<file path="src/rtl/cpu_pkg.sv">
// Shared CPU front-end definitions: fetch FSM encoding and frame field layout.
// Field offsets are functions of the field width W so every stage slices frames identically.
package cpu_pkg;

  typedef enum logic [1:0] {
    ST_IDLE  = 2'd0,
    ST_WAIT  = 2'd1,
    ST_VALID = 2'd2,
    ST_HALT  = 2'd3
  } fetch_state_t;

  function automatic int frame_w(input int w);
    return 4 * w;
  endfunction

  function automatic int op_code_lo(input int w);
    return 3 * w;
  endfunction

  function automatic int reg_r_lo(input int w);
    return 2 * w;
  endfunction

  function automatic int reg_w_lo(input int w);
    return w;
  endfunction

  localparam int DATA_LO = 0;

endpackage

</file>
<file path="src/rtl/prog_ram.sv">
// Program store: DEPTH x DW words, one synchronous write port and one
// synchronous read port with read-enable. Contents survive reset.
module prog_ram #(
  parameter int DW = 16,
  parameter int AW = 4
) (
  input  logic          clk,
  input  logic          we,
  input  logic [AW-1:0] waddr,
  input  logic [DW-1:0] wdata,
  input  logic          re,
  input  logic [AW-1:0] raddr,
  output logic [DW-1:0] rdata
);

  localparam int DEPTH = 2 ** AW;

  logic [DW-1:0] mem [DEPTH];

  // NOTE: no reset on the array or read register; the program must outlive rst.
  always_ff @(posedge clk) begin
    if (we) mem[waddr] <= wdata;
    if (re) rdata <= mem[raddr];
  end

endmodule

</file>
<file path="src/rtl/fetch_mem.sv">
// Instruction fetch: program RAM, fetch pointer and valid/ready frame output.
// Define FETCH_WRAP_EN to wrap from the last word back to 0 instead of halting.
module fetch_mem
  import cpu_pkg::*;
#(
  parameter int W  = 4,
  parameter int AW = 4
) (
  input  logic                clk,
  input  logic                rst,
  input  logic                en,
  input  logic                ld_we,
  input  logic [AW-1:0]       ld_addr,
  input  logic [4*W-1:0]      ld_data,
  input  logic                jmp,
  input  logic [AW-1:0]       jmp_addr,
  input  logic                out_ready,
  output logic                out_valid,
  output logic [AW-1:0]       pc,
  output logic [4*W-1:0]      data_frame,
  output logic [W-1:0]        op_code,
  output logic [W-1:0]        reg_r,
  output logic [W-1:0]        reg_w,
  output logic [W-1:0]        data,
  output logic                halted
);

  localparam int FW = frame_w(W);

  fetch_state_t  state, state_nx;
  logic [AW-1:0] fpc, fpc_nx, pc_nx, pc_inc, rd_addr;
  logic [FW-1:0] ram_q;
  logic          accept, at_end, issue_ok, frame_live;

  assign out_valid = (state == ST_VALID);
  assign accept    = out_valid & out_ready;
  assign pc_inc    = pc + AW'(1'b1);

`ifdef FETCH_WRAP_EN
  assign at_end = 1'b0;
  assign halted = 1'b0;
`else
  assign at_end = (pc == {AW{1'b1}});
  assign halted = (state == ST_HALT);
`endif

  // After an accept the next word is pc+1, which fpc only holds from the next edge.
  assign rd_addr  = (state == ST_VALID) ? pc_inc : fpc;
  assign issue_ok = en & ~ld_we & ~jmp &
                    ((state == ST_IDLE) | (accept & ~at_end));

  // The sync read lands on the issuing edge, so the in-flight (WAIT) phase
  // never outlasts that edge and the register goes straight to VALID.
  always_comb begin
    // NOTE: defaults first so every path assigns every output -- no latches.
    state_nx = state;
    fpc_nx   = fpc;
    pc_nx    = pc;
    if (jmp) begin
      state_nx = ST_IDLE;
      fpc_nx   = jmp_addr;
    end else begin
      unique case (state)
        ST_IDLE: if (issue_ok) begin
          state_nx = ST_VALID;
          pc_nx    = rd_addr;
        end
        ST_VALID: if (accept) begin
          fpc_nx = pc_inc;
          if (at_end)        state_nx = ST_HALT;
          else if (issue_ok) pc_nx    = rd_addr;
          else               state_nx = ST_IDLE;
        end
        ST_HALT: ;
        default: state_nx = ST_IDLE;
      endcase
    end
  end

  // NOTE: sequential state uses non-blocking assignments only.
  always_ff @(posedge clk or posedge rst) begin
    if (rst) begin
      state      <= ST_IDLE;
      fpc        <= '0;
      pc         <= '0;
      frame_live <= 1'b0;
    end else begin
      state <= state_nx;
      fpc   <= fpc_nx;
      pc    <= pc_nx;
      if (issue_ok) frame_live <= 1'b1;
    end
  end

  prog_ram #(.DW(FW), .AW(AW)) u_ram (
    .clk   (clk),
    .we    (ld_we),
    .waddr (ld_addr),
    .wdata (ld_data),
    .re    (issue_ok),
    .raddr (rd_addr),
    .rdata (ram_q)
  );

  // The RAM read register has no reset, so the frame is gated to zero until a read lands.
  assign data_frame = frame_live ? ram_q : '0;
  assign op_code    = data_frame[op_code_lo(W) +: W];
  assign reg_r      = data_frame[reg_r_lo(W)   +: W];
  assign reg_w      = data_frame[reg_w_lo(W)   +: W];
  assign data       = data_frame[DATA_LO       +: W];

endmodule

</file>
<file path="config.mk">
export PLATFORM = sky130hd
export DESIGN_NAME = fetch_mem
export DESIGN_NICKNAME = d
export VERILOG_FILES = /design/src/rtl/cpu_pkg.sv /design/src/rtl/prog_ram.sv /design/src/rtl/fetch_mem.sv
export SDC_FILE = /design/constraint.sdc
export NUM_CORES = 1
export LEC_CHECK = 0
export ABC_AREA = 1
export CORE_MARGIN = 2
export CORE_UTILIZATION = 35
export DETAILED_ROUTE_END_ITERATION = 16
export GPL_ROUTABILITY_DRIVEN = 1
export MAX_ROUTING_LAYER = met4
export PLACE_DENSITY_LB_ADDON = 0.15
export SLEW_MARGIN = 20
export SYNTH_ARGS = -nofsm -noshare
export SYNTH_HDL_FRONTEND = slang
export SYNTH_HIERARCHICAL = 1
export SYNTH_SLANG_ARGS = --single-unit
export TNS_END_PERCENT = 30
</file>
<file path="constraint.sdc">
create_clock -name clk -period 2.2 [get_ports clk]
set_input_delay 0.66 -clock clk [delete_from_list [all_inputs] [get_ports clk]]
set_output_delay 0.66 -clock clk [all_outputs]
set_load 0.05 [all_outputs]
</file>
==> metrics.md, run 1 <==
| Metric | Value |
|---|---|
| Mapped Cells | `around 1200` |
| Met1 WL | `between 10000 and 15000 um` |
| Critical Path Start Type | `register` |
| Number of DRC markers in iteration 0 | `slightly below 600` |
| Leading area contributor after synthesis | `edfxtp_1` |
| Top post-synthesis cells by area | `edfxtp_1, nand2_1, nand3_1` |
| Final Util | `0.440` |
| Grt total ovfl | `0` |
| Min cycle time layout | `2.18 ns` |
| Fin cells | `approximately 1800` |
| Critical Path Sink | `u_ram/rdata[6]` |
| GP Congestion | `roughly 0.8` |
| Die H | `193 um` |
| Critical Path Slowest Stage Cell | `dfrtp_1` |
| Clock Path Buffers | `3` |
| CP Cell Sequence | `ha_1 -> inv_1 -> o21ai_4 -> inv_2 -> buf_12 -> nand3_1 -> nand3_1 -> nand3_1 -> nand2_1` |
| Slew @ Worst Pin | `~0.45 ns` |
| Max Fclk | `roughly 0.46 GHz` |
| Synthesized area | `12500 um2` |
| Reg2reg setup slack | `0.02 ns` |
| H-tree level count | `1` |
| Pwr/cell area | `around 1300 nW/um2` |
| Top sig layer | `met4` |
| Total Wirelength | `roughly 31000 um` |
| DP Area | `around 15000 um2` |
| Warnings, synthesis | `6` |
| Final #Nets | `1346` |
| Detail Placement HPWL | `between 20000 and 25000 um` |
| Count of final max-slew check failures | `0` |
| Crit Path Class | `register to register` |
| Initial antenna violation count | `2` |
| Chip width | `between 150 and 200 um` |
| CTS tree | `yes` |
| Placed cells | `around 1700` |
| WL met2 | `roughly 15000 um` |
| Crit-path most repeated cell | `nand3_1` |
| DR WL/cell | `roughly 17 um` |
| First-pass GRT wire length | `47500 um` |
| Starting density of the core | `0.353` |
| Layout cells sized above 1 | `0.154` |
| WP data arrival | `between 2 and 2.5 ns` |
| Worst R2R Start | `pc[1]` |
| Drt first pass iters | `5` |
| Run status | `finished, final reports clean` |
| Multi-input gate area | `2800 um2` |
| Worst vdd ir | `~0.00066 V` |
| Register area share after synthesis | `0.678` |
| Avg Cell Area, Syn | `between 10 and 15 um2` |
| Met3 wire length | `between 1000 and 1500 um` |
| ANT cells | `0` |
| Slew HR | `0.698` |
| CP peak stage delay | `about 0.42 ns` |
| Final Hold Viols | `0` |
| Via count | `8235` |
| DP Worst Slack | `-0.0770 ns` |
| Area of the die | `~37000 um2` |
| Fin area | `around 16000 um2` |
| Std-Cell Core Area | `roughly 35000 um2` |
| # rows | `69` |
| Seq. cell area | `around 8400 um2` |
| Vias per std cell | `~4.6` |
| CP Capture Type | `register` |
| #FFs+latches synth | `~280` |
| Max_cap viols | `0` |
| Final Cycle Share | `0.991` |
| Antenna-violating nets left | `0` |
| CP Launch Point | `pc[1]` |
| Synth cell types | `30` |
| Setup violators final | `0` |
| FILL cells | `~3400` |
| CP required | `2.43 ns` |
| CTS buffer count | `31` |
| Net Count, Synth | `between 1000 and 1500` |
| Reg2reg end | `u_ram/rdata[6]` |
| CP Max Fanout | `32` |
| Hold WC Path Type | `input pin to async pin` |
| Vias in the first global route | `around 8200` |
| Clock root cell | `clkbuf_16` |
| Setup ws final | `a little under 0.02 ns` |
| Largest net degree at the start of global routing | `47` |
| Later-pin clock latency in the skew report | `roughly 0.55 ns` |
| Top cell type's share of synthesized area | `0.656` |
| CTS Sinks | `~280` |
| Reg2Reg Depth | `9` |
| Pleak | `6.64 nW` |
| RSZ-0062 raised after global routing | `yes` |
| I/O pins | `between 60 and 70` |
| All-Layer GR Usage | `0.175` |
| Worst Skew | `roughly 0.011 ns` |
| Area Growth Syn to Fin | `24.8%` |
| Clk slew on worst S/H paths | `0.06 ns` |
| Port Buf Inserts | `67` |
| DRC violations left | `0` |
[worst max-delay path: cells and delay by family, from the launching register on]
| family | cells | cell delay [ns] |
|---|---|---|
| AOI/OAI and AO/OA | 1 | 0.22 |
| buffers and inverters | 3 | 0.33 |
| DFF | 1 | 0.42 |
| adders and majority gates | 1 | 0.31 |
| and+or+nand+nor | 4 | 0.54 |
[synth_stat cells, drive strengths merged]
cell type    n
a211oi       1
a21boi       1
a21oi        1
a31oi        1
buf         58
clkbuf      12
dfrtp       11
edfxtp     272
ha           1
inv        225
nand2      384
nand3      199
nand3b       2
nand4        3
nor2        21
nor3         1
nor3b        1
o211ai       1
o21ai        7
o22ai        1
or2          2
xor2         2
[where the power goes]
part           switching [W]  internal (W)
Sequential         0.0000962       0.00626
Combinational        0.00560       0.00302
Clock                0.00199       0.00302
[routing by layer]
layer / GRT usage / up-vias
met2: 0.297 / 155
met1: 0.228 / 3962
met4: 0.0335 / 0
met3: 0.0209 / 34
li1: - / 4084
met5: - / -
[area by class of cell]
class                           instances  share of cell area
Clock buffer                           38              0.0516
Clock inverter                         17              0.0112
Inverter                              225              0.0547
Multi-Input combinational cell        629               0.180
Sequential cell                       283               0.543
Tap cell                              461              0.0371
Timing Repair Buffer                  145               0.122
[layout by cell type, fill, tap and decap left out, types with 2 or more instances in the layout]
master,netlist,final
buf_12,0,57
buf_4,34,56
buf_6,4,2
bufinv_16,0,4
clkbuf_1,12,7
clkbuf_16,0,32
clkdlybuf4s50_1,0,29
clkinv_1,0,9
clkinv_2,0,4
dfrtp_1,11,9
edfxtp_1,272,272
inv_1,221,204
inv_2,4,19
nand2_1,384,381
nand2_2,0,3
nand3_1,198,198
nand3b_1,2,2
nand4_1,3,3
nor2_1,19,3
nor2_2,1,17
o21ai_0,7,4
o21ai_4,0,2
xor2_1,2,2
[kinds of logic (layout without fill, tap and decap cells)]
family / count (synthesis) / in the layout / share of synthesized area
buffers and inverters: 295 / 425 / 0.103
AO/OA/AOI/OAI: 13 / 13 / 0.00693
XOR/XNOR: 2 / 2 / 0.00141
AND/OR/NAND/NOR: 613 / 613 / 0.210
adder cells (fa/ha/maj): 1 / 1 / 0.00100
flip-flops: 283 / 283 / 0.678
[what timing repair did]
action	4_1_cts	5_1_grt
pin swaps	0	1
hold buffers	0	0
cloned	0	1
setup buffers	0	2
endpoints found under the setup margin	33	46
gates resized for setup	14	11
[registers in the layout, indices dropped and copies added, names as in the netlist]
signal,flops
u_ram/rdata,16
pc,4
fpc,4
u_ram/mem,256
frame_live,1
state,2
[metrics by stage]
stage                     TNS [ns]  hold slack (ns)  power [W]
after floorplan                  0            0.452     0.0115
after global placement       -4.46            0.474     0.0149
after detailed placement     -6.28            0.483     0.0150
after CTS                  -0.0125            0.454     0.0200
after global routing       -0.0254            0.490     0.0211
final                            0            0.446     0.0200
[worst min path at each step]
| stage | slack [ns] | endpoint | from | cells past startpoint |
|---|---|---|---|---|
| final | 0.45 | state[1] | rst | 2 |
| after detailed placement | 0.48 | fpc[2] | fpc[2] | 2 |
| after global routing | 0.49 | state[1] | rst | 2 |
| after global placement | 0.47 | fpc[0] | fpc[0] | 2 |
| after CTS | 0.45 | state[1] | rst | 2 |
| after floorplan | 0.45 | fpc[0] | fpc[0] | 2 |
Note: power is estimated with default switching activity, not from simulation.
==> run 2, diff against run 1 <==
--- a/config.mk
+++ b/config.mk
@@ -8,6 +8,8 @@
 export ABC_AREA = 1
 export CORE_MARGIN = 2
 export CORE_UTILIZATION = 35
+export CTS_BUF_LIST = sky130_fd_sc_hd__clkbuf_8
+export CTS_CLUSTER_SIZE = 12
 export DETAILED_ROUTE_END_ITERATION = 16
 export GPL_ROUTABILITY_DRIVEN = 1
 export MAX_ROUTING_LAYER = met4
==> metrics.md, run 2 (synthesis results as in run 1) <==
| Metric | Value |
|---|---|
| Worst Skew | `0.0118 ns` |
| Vias per std cell | `roughly 4.6` |
| Setup ws final | `0.0514 ns` |
| Grt total ovfl | `0` |
| Number of DRC markers in iteration 0 | `~600` |
| RSZ-0062 raised after global routing | `yes` |
| Largest net degree at the start of global routing | `47` |
| CP Max Fanout | `32` |
| Final Hold Viols | `0` |
| Critical Path Start Type | `register` |
| Later-pin clock latency in the skew report | `0.55 ns` |
| Max reg flops | `~260` |
| Reg2Reg Depth | `9` |
| CTS tree | `yes` |
| Most frequent cells in the layout | `nand2_1, edfxtp_1, inv_1` |
| Die H | `193 um` |
| Slew @ Worst Pin | `0.448 ns` |
| DRC violations left | `0` |
| Reg2reg end | `u_ram/rdata[6]` |
| Drt first pass iters | `5` |
| Chip width | `about 190 um` |
| Port Buf Inserts | `67` |
| Via count | `8346` |
| Min cycle time layout | `~2.1 ns` |
| GP Congestion | `just under 0.8` |
| Final Hold Slack | `approximately 0.43 ns` |
| CP required | `about 2.4 ns` |
| Grt met1 use | `0.232` |
| Grt met2 use | `0.298` |
| Total Wirelength | `roughly 32000 um` |
| DR WL/cell | `approximately 17 um` |
| Hold WC Path Type | `input pin to async pin` |
| Layout cells sized above 1 | `0.171` |
| FILL cells | `3413` |
| Worst vdd ir | `approximately 0.00069 V` |
| Area of the die | `roughly 37000 um2` |
| Final #Nets | `about 1400` |
| ANT cells | `0` |
| Biggest register | `u_ram/mem` |
| CTS Sinks | `about 280` |
| CTS buffer count | `just under 50` |
| Clock root cell | `clkbuf_8` |
| Area Growth Syn to Fin | `24.5%` |
| Max Fclk | `0.465 GHz` |
| Setup violators final | `0` |
| Std-Cell Core Area | `35300 um2` |
| Pwr/cell area | `1260 nW/um2` |
| Final Cycle Share | `0.977` |
| Crit Path Class | `register to register` |
| H-tree level count | `2` |
| I/O pins | `68` |
| Clock Path Buffers | `3` |
| CP Capture Type | `register` |
| Clk slew on worst S/H paths | `0.06 ns` |
| Initial antenna violation count | `2` |
| WP data arrival | `between 2 and 2.5 ns` |
| Biggest regs | `u_ram/mem (256), u_ram/rdata (16)` |
| First-pass GRT wire length | `around 48000 um` |
| Detail Placement HPWL | `around 21000 um` |
| Max_cap viols | `0` |
| Count of final max-slew check failures | `0` |
| Worst R2R Start | `pc[1]` |
| All-Layer GR Usage | `0.180` |
| Vias in the first global route | `between 8000 and 9000` |
| DP Worst Slack | `-0.0770 ns` |
| # rows | `69` |
| Commonest non-fill, non-tap cell in the layout | `nand2_1` |
| Slew HR | `0.701` |
| Final Util | `0.439` |
| Run status | `finished, final reports clean` |
| Starting density of the core | `0.353` |
| Met3 usage | `0.0291` |
| Pleak | `6.70 nW` |
| Antenna-violating nets left | `0` |
| Reg2reg setup slack | `a little over 0.05 ns` |
| Hold Buf Count CTS | `0` |
| GR peak layer | `met2` |
[run 2: cell types whose count changed in the layout (fill, tap and decap cells not counted)]
cell	delta
clkbuf_1	-7
clkbuf_8	+54
bufinv_16	-2
clkinv_2	+6
nand2_2	+1
clkbuf_16	-31
clkinv_1	+1
inv_1	+12
nand2_1	-1
[run 2: how the worst max path moves through the flow]
| stage | from | to | slack (ns) | cells after the start |
|---|---|---|---|---|
| after global placement | ld_addr[2] | u_ram/mem[8][8] | -0.07 | 5 |
| final | pc[1] | u_ram/rdata[6] | 0.05 | 9 |
| after CTS | frame_live | op_code[3] | -0.03 | 3 |
| after floorplan | pc[0] | u_ram/rdata[10] | 0.04 | 10 |
| after global routing | pc[1] | u_ram/rdata[6] | -0.03 | 9 |
| after detailed placement | ld_we | u_ram/mem[8][5] | -0.08 | 6 |
[run 2: repair_timing]
item,in CTS,in global routing
gates cloned,0,1
setup buffers,0,2
pin swaps,0,1
setup endpoints to repair,33,46
resized for setup,18,8
[run 2: where the power goes]
group	switching [W]	internal, W	total [W]
clock	0.00211	0.00248	0.00460
sequential	0.0000962	0.00626	0.00635
combinational	0.00562	0.00302	0.00864
total	0.00783	0.0118	0.0196
[run 2: metrics by stage]
stage | power (W) | cells | TNS (ns) | cell area, um2
floorplan | 0.0115 | 1207 | 0 | 12500
global placement | 0.0149 | 1740 | -4.46 | 14500
detailed placement | 0.0150 | 1740 | -6.28 | 14500
CTS | 0.0196 | 1828 | -0.0534 | 15400
global route | 0.0208 | 1831 | -0.0726 | 15500
finish | 0.0196 | 1831 | 0 | 15500
[run 2: layer usage]
metal | vias up | wire length (um) | part of all wire
met3 | 35 | 1470 | 0.046
li1 | 4130 | - | -
met4 | 0 | 451 | 0.014
met5 | - | 0 | 0
met1 | 3991 | 14200 | 0.45
met2 | 190 | 15400 | 0.49
[run 2: area by class of cell]
class	count	area (um2)	share of cell area
multi-input cells	629	2800	0.181
clock buffers	54	743	0.0479
flip-flops and latches	283	8450	0.545
inverters	225	851	0.0548
well taps	461	577	0.0372
clock inverters	34	193	0.0124
repair buffers	145	1900	0.122
[run 2: critical path, stage by stage (launching register included)]
cell and delay [ns]:
dfrtp_1 0.42, ha_1 0.30, inv_1 0.07, o21ai_4 0.22
inv_2 0.10, buf_12 0.17, nand3_1 0.12, nand3_1 0.08
nand3_1 0.13, nand2_1 0.19
==> run 3, diff against run 2 <==
--- a/config.mk
+++ b/config.mk
@@ -9,6 +9,7 @@
 export CORE_MARGIN = 2
 export CORE_UTILIZATION = 35
 export CTS_BUF_LIST = sky130_fd_sc_hd__clkbuf_8
+export CTS_CLUSTER_DIAMETER = 200
 export CTS_CLUSTER_SIZE = 12
 export DETAILED_ROUTE_END_ITERATION = 16
 export GPL_ROUTABILITY_DRIVEN = 1
==> metrics.md, run 3 (synthesis results as in run 1) <==
| Metric | Value |
|---|---|
| Run status | `finished, final reports clean` |
| Initial antenna violation count | `1` |
| Grt total ovfl | `0` |
| Reg2reg end | `u_ram/rdata[8]` |
| Worst Skew | `roughly 0.0085 ns` |
| Multi-input gate area | `2800 um2` |
| All-Layer GR Usage | `0.176` |
| Reg2reg setup slack | `about 0.05 ns` |
| ANT cells | `0` |
| Hold WC Path Type | `input pin to async pin` |
| Largest net degree at the start of global routing | `47` |
| Pleak | `6.47 nW` |
| Seq. cell area | `roughly 8400 um2` |
| # rows | `69` |
| Setup_tns | `0 ns` |
| Count of final max-slew check failures | `0` |
| Clk slew on worst S/H paths | `~0.09 ns` |
| CP Cell Sequence | `nor2_8 -> inv_2 -> o21ai_4 -> buf_12 -> buf_4 -> clkbuf_16 -> nand2_1 -> nand3_1 -> nand3_1 -> nand3_1 -> nand2_1` |
| I/O pins | `roughly 70` |
| Min cycle time layout | `approximately 2.2 ns` |
| Later-pin clock latency in the skew report | `roughly 0.58 ns` |
| Detail Placement HPWL | `about 21000 um` |
| Pwr/cell area | `approximately 1200 nW/um2` |
| Worst vdd ir | `0.000658 V` |
| CTS buffer count | `27` |
| Biggest register | `u_ram/mem` |
| Area Growth Syn to Fin | `21.4%` |
| Max reg flops | `256` |
| WP data arrival | `approximately 2.4 ns` |
| Final Cycle Share | `0.977` |
| CTS tree | `yes` |
| CP Max Fanout | `10` |
| Vias per std cell | `4.58` |
| Final Hold Slack | `0.391 ns` |
| Max_cap viols | `0` |
| Fin cells | `~1800` |
| Total Wirelength | `between 30000 and 40000 um` |
| Slew HR | `0.705` |
| H-tree level count | `1` |
| Commonest non-fill, non-tap cell in the layout | `nand2_1` |
| Slew @ Worst Pin | `0.441 ns` |
| Placed cells | `around 1700` |
| Via count | `a little over 8000` |
| Worst R2R Start | `state[0]` |
| GP Congestion | `~0.8` |
| Max Fclk | `approximately 0.47 GHz` |
| Clock root cell | `clkbuf_8` |
| Std-Cell Core Area | `35300 um2` |
| RSZ-0062 raised after global routing | `yes` |
| Vias in the first global route | `between 8000 and 9000` |
| Chip width | `193 um` |
| Layout cells sized above 1 | `0.154` |
| Die H | `slightly below 200 um` |
| Antenna-violating nets left | `0` |
| Final #Nets | `between 1000 and 1500` |
| Drt first pass iters | `7` |
| DRC violations left | `0` |
| DR WL/cell | `17.8 um` |
| Final Util | `0.429` |
| Biggest regs | `u_ram/mem (256), u_ram/rdata (16)` |
| Crit Path Class | `register to register` |
| Port Buf Inserts | `67` |
| CTS Sinks | `approximately 280` |
| Final Hold Viols | `0` |
| First-pass GRT wire length | `around 48000 um` |
| CP required | `~2.5 ns` |
| Reg2Reg Depth | `11` |
| Critical Path Start Type | `register` |
| Clock Path Buffers | `3` |
| CP Capture Type | `register` |
| Area of the die | `about 37000 um2` |
| Crit-path most repeated cell | `nand3_1` |
| Starting density of the core | `0.353` |
| Critical Path Slowest Stage Cell | `dfrtp_2` |
| Setup violators final | `0` |
| Number of DRC markers in iteration 0 | `between 600 and 700` |
| FILL cells | `3444` |
| CP peak stage delay | `between 0.4 and 0.5 ns` |
| Most frequent cells in the layout | `nand2_1, edfxtp_1, inv_1` |
==> run 3: timing repair <==
item | CTS | global route
resized for setup | 5 | 26
setup endpoints to repair | 32 | 42
gates cloned | 0 | 4
hold buffers | 0 | 0
setup buffers | 3 | 3
pin swaps | 0 | 1
==> run 3: worst max path at each step <==
stage	slack, ns	cells after the start	start	end
floorplan	0.04	10	pc[0]	u_ram/rdata[10]
global placement	-0.07	5	ld_addr[2]	u_ram/mem[8][8]
detailed placement	-0.08	6	ld_we	u_ram/mem[8][5]
CTS	-0.002	4	frame_live	reg_r[1]
global route	-0.005	12	state[0]	u_ram/rdata[11]
finish	0.05	11	state[0]	u_ram/rdata[8]
==> run 3: power by group <==
part / internal [W] / switching [W] / total, W
combinational: 0.00323 / 0.00574 / 0.00898
clock: 0.00112 / 0.00174 / 0.00287
sequential: 0.00624 / 0.0000943 / 0.00634
==> run 3: worst max-delay path: cells and delay by family (launching register included) <==
family	cells	cell delay (ns)
AOI/OAI and AO/OA	1	0.17
buffers and inverters	4	0.56
and+or+nand+nor	6	0.67
DFF	1	0.45
==> run 3: through the flow <==
stage | setup slack, ns | cell area, um2 | total power (W)
floorplan | 0.0356 | 12500 | 0.0115
global placement | -0.0670 | 14500 | 0.0149
detailed placement | -0.0770 | 14500 | 0.0150
CTS | -0.00192 | 14900 | 0.0178
global route | -0.00482 | 15100 | 0.0193
finish | 0.0498 | 15100 | 0.0182
==> run 3: routing by layer <==
layer | track usage | part of all wire | vias to the layer above | wire length (um)
li1 | - | - | 4070 | -
met1 | 0.230 | 0.45 | 3944 | 14300
met2 | 0.300 | 0.50 | 151 | 15800
met3 | 0.0202 | 0.037 | 34 | 1180
met4 | 0.0329 | 0.016 | 0 | 501
met5 | - | 0 | - | 0
==> run 3: layout make-up <==
cell class              count  share of cell area
flip-flops and latches    283               0.558
multi-input cells         629               0.185
repair buffers            152               0.134
inverters                 225              0.0564
well taps                 461              0.0381
clock buffers              27              0.0246
clock inverters            12             0.00347
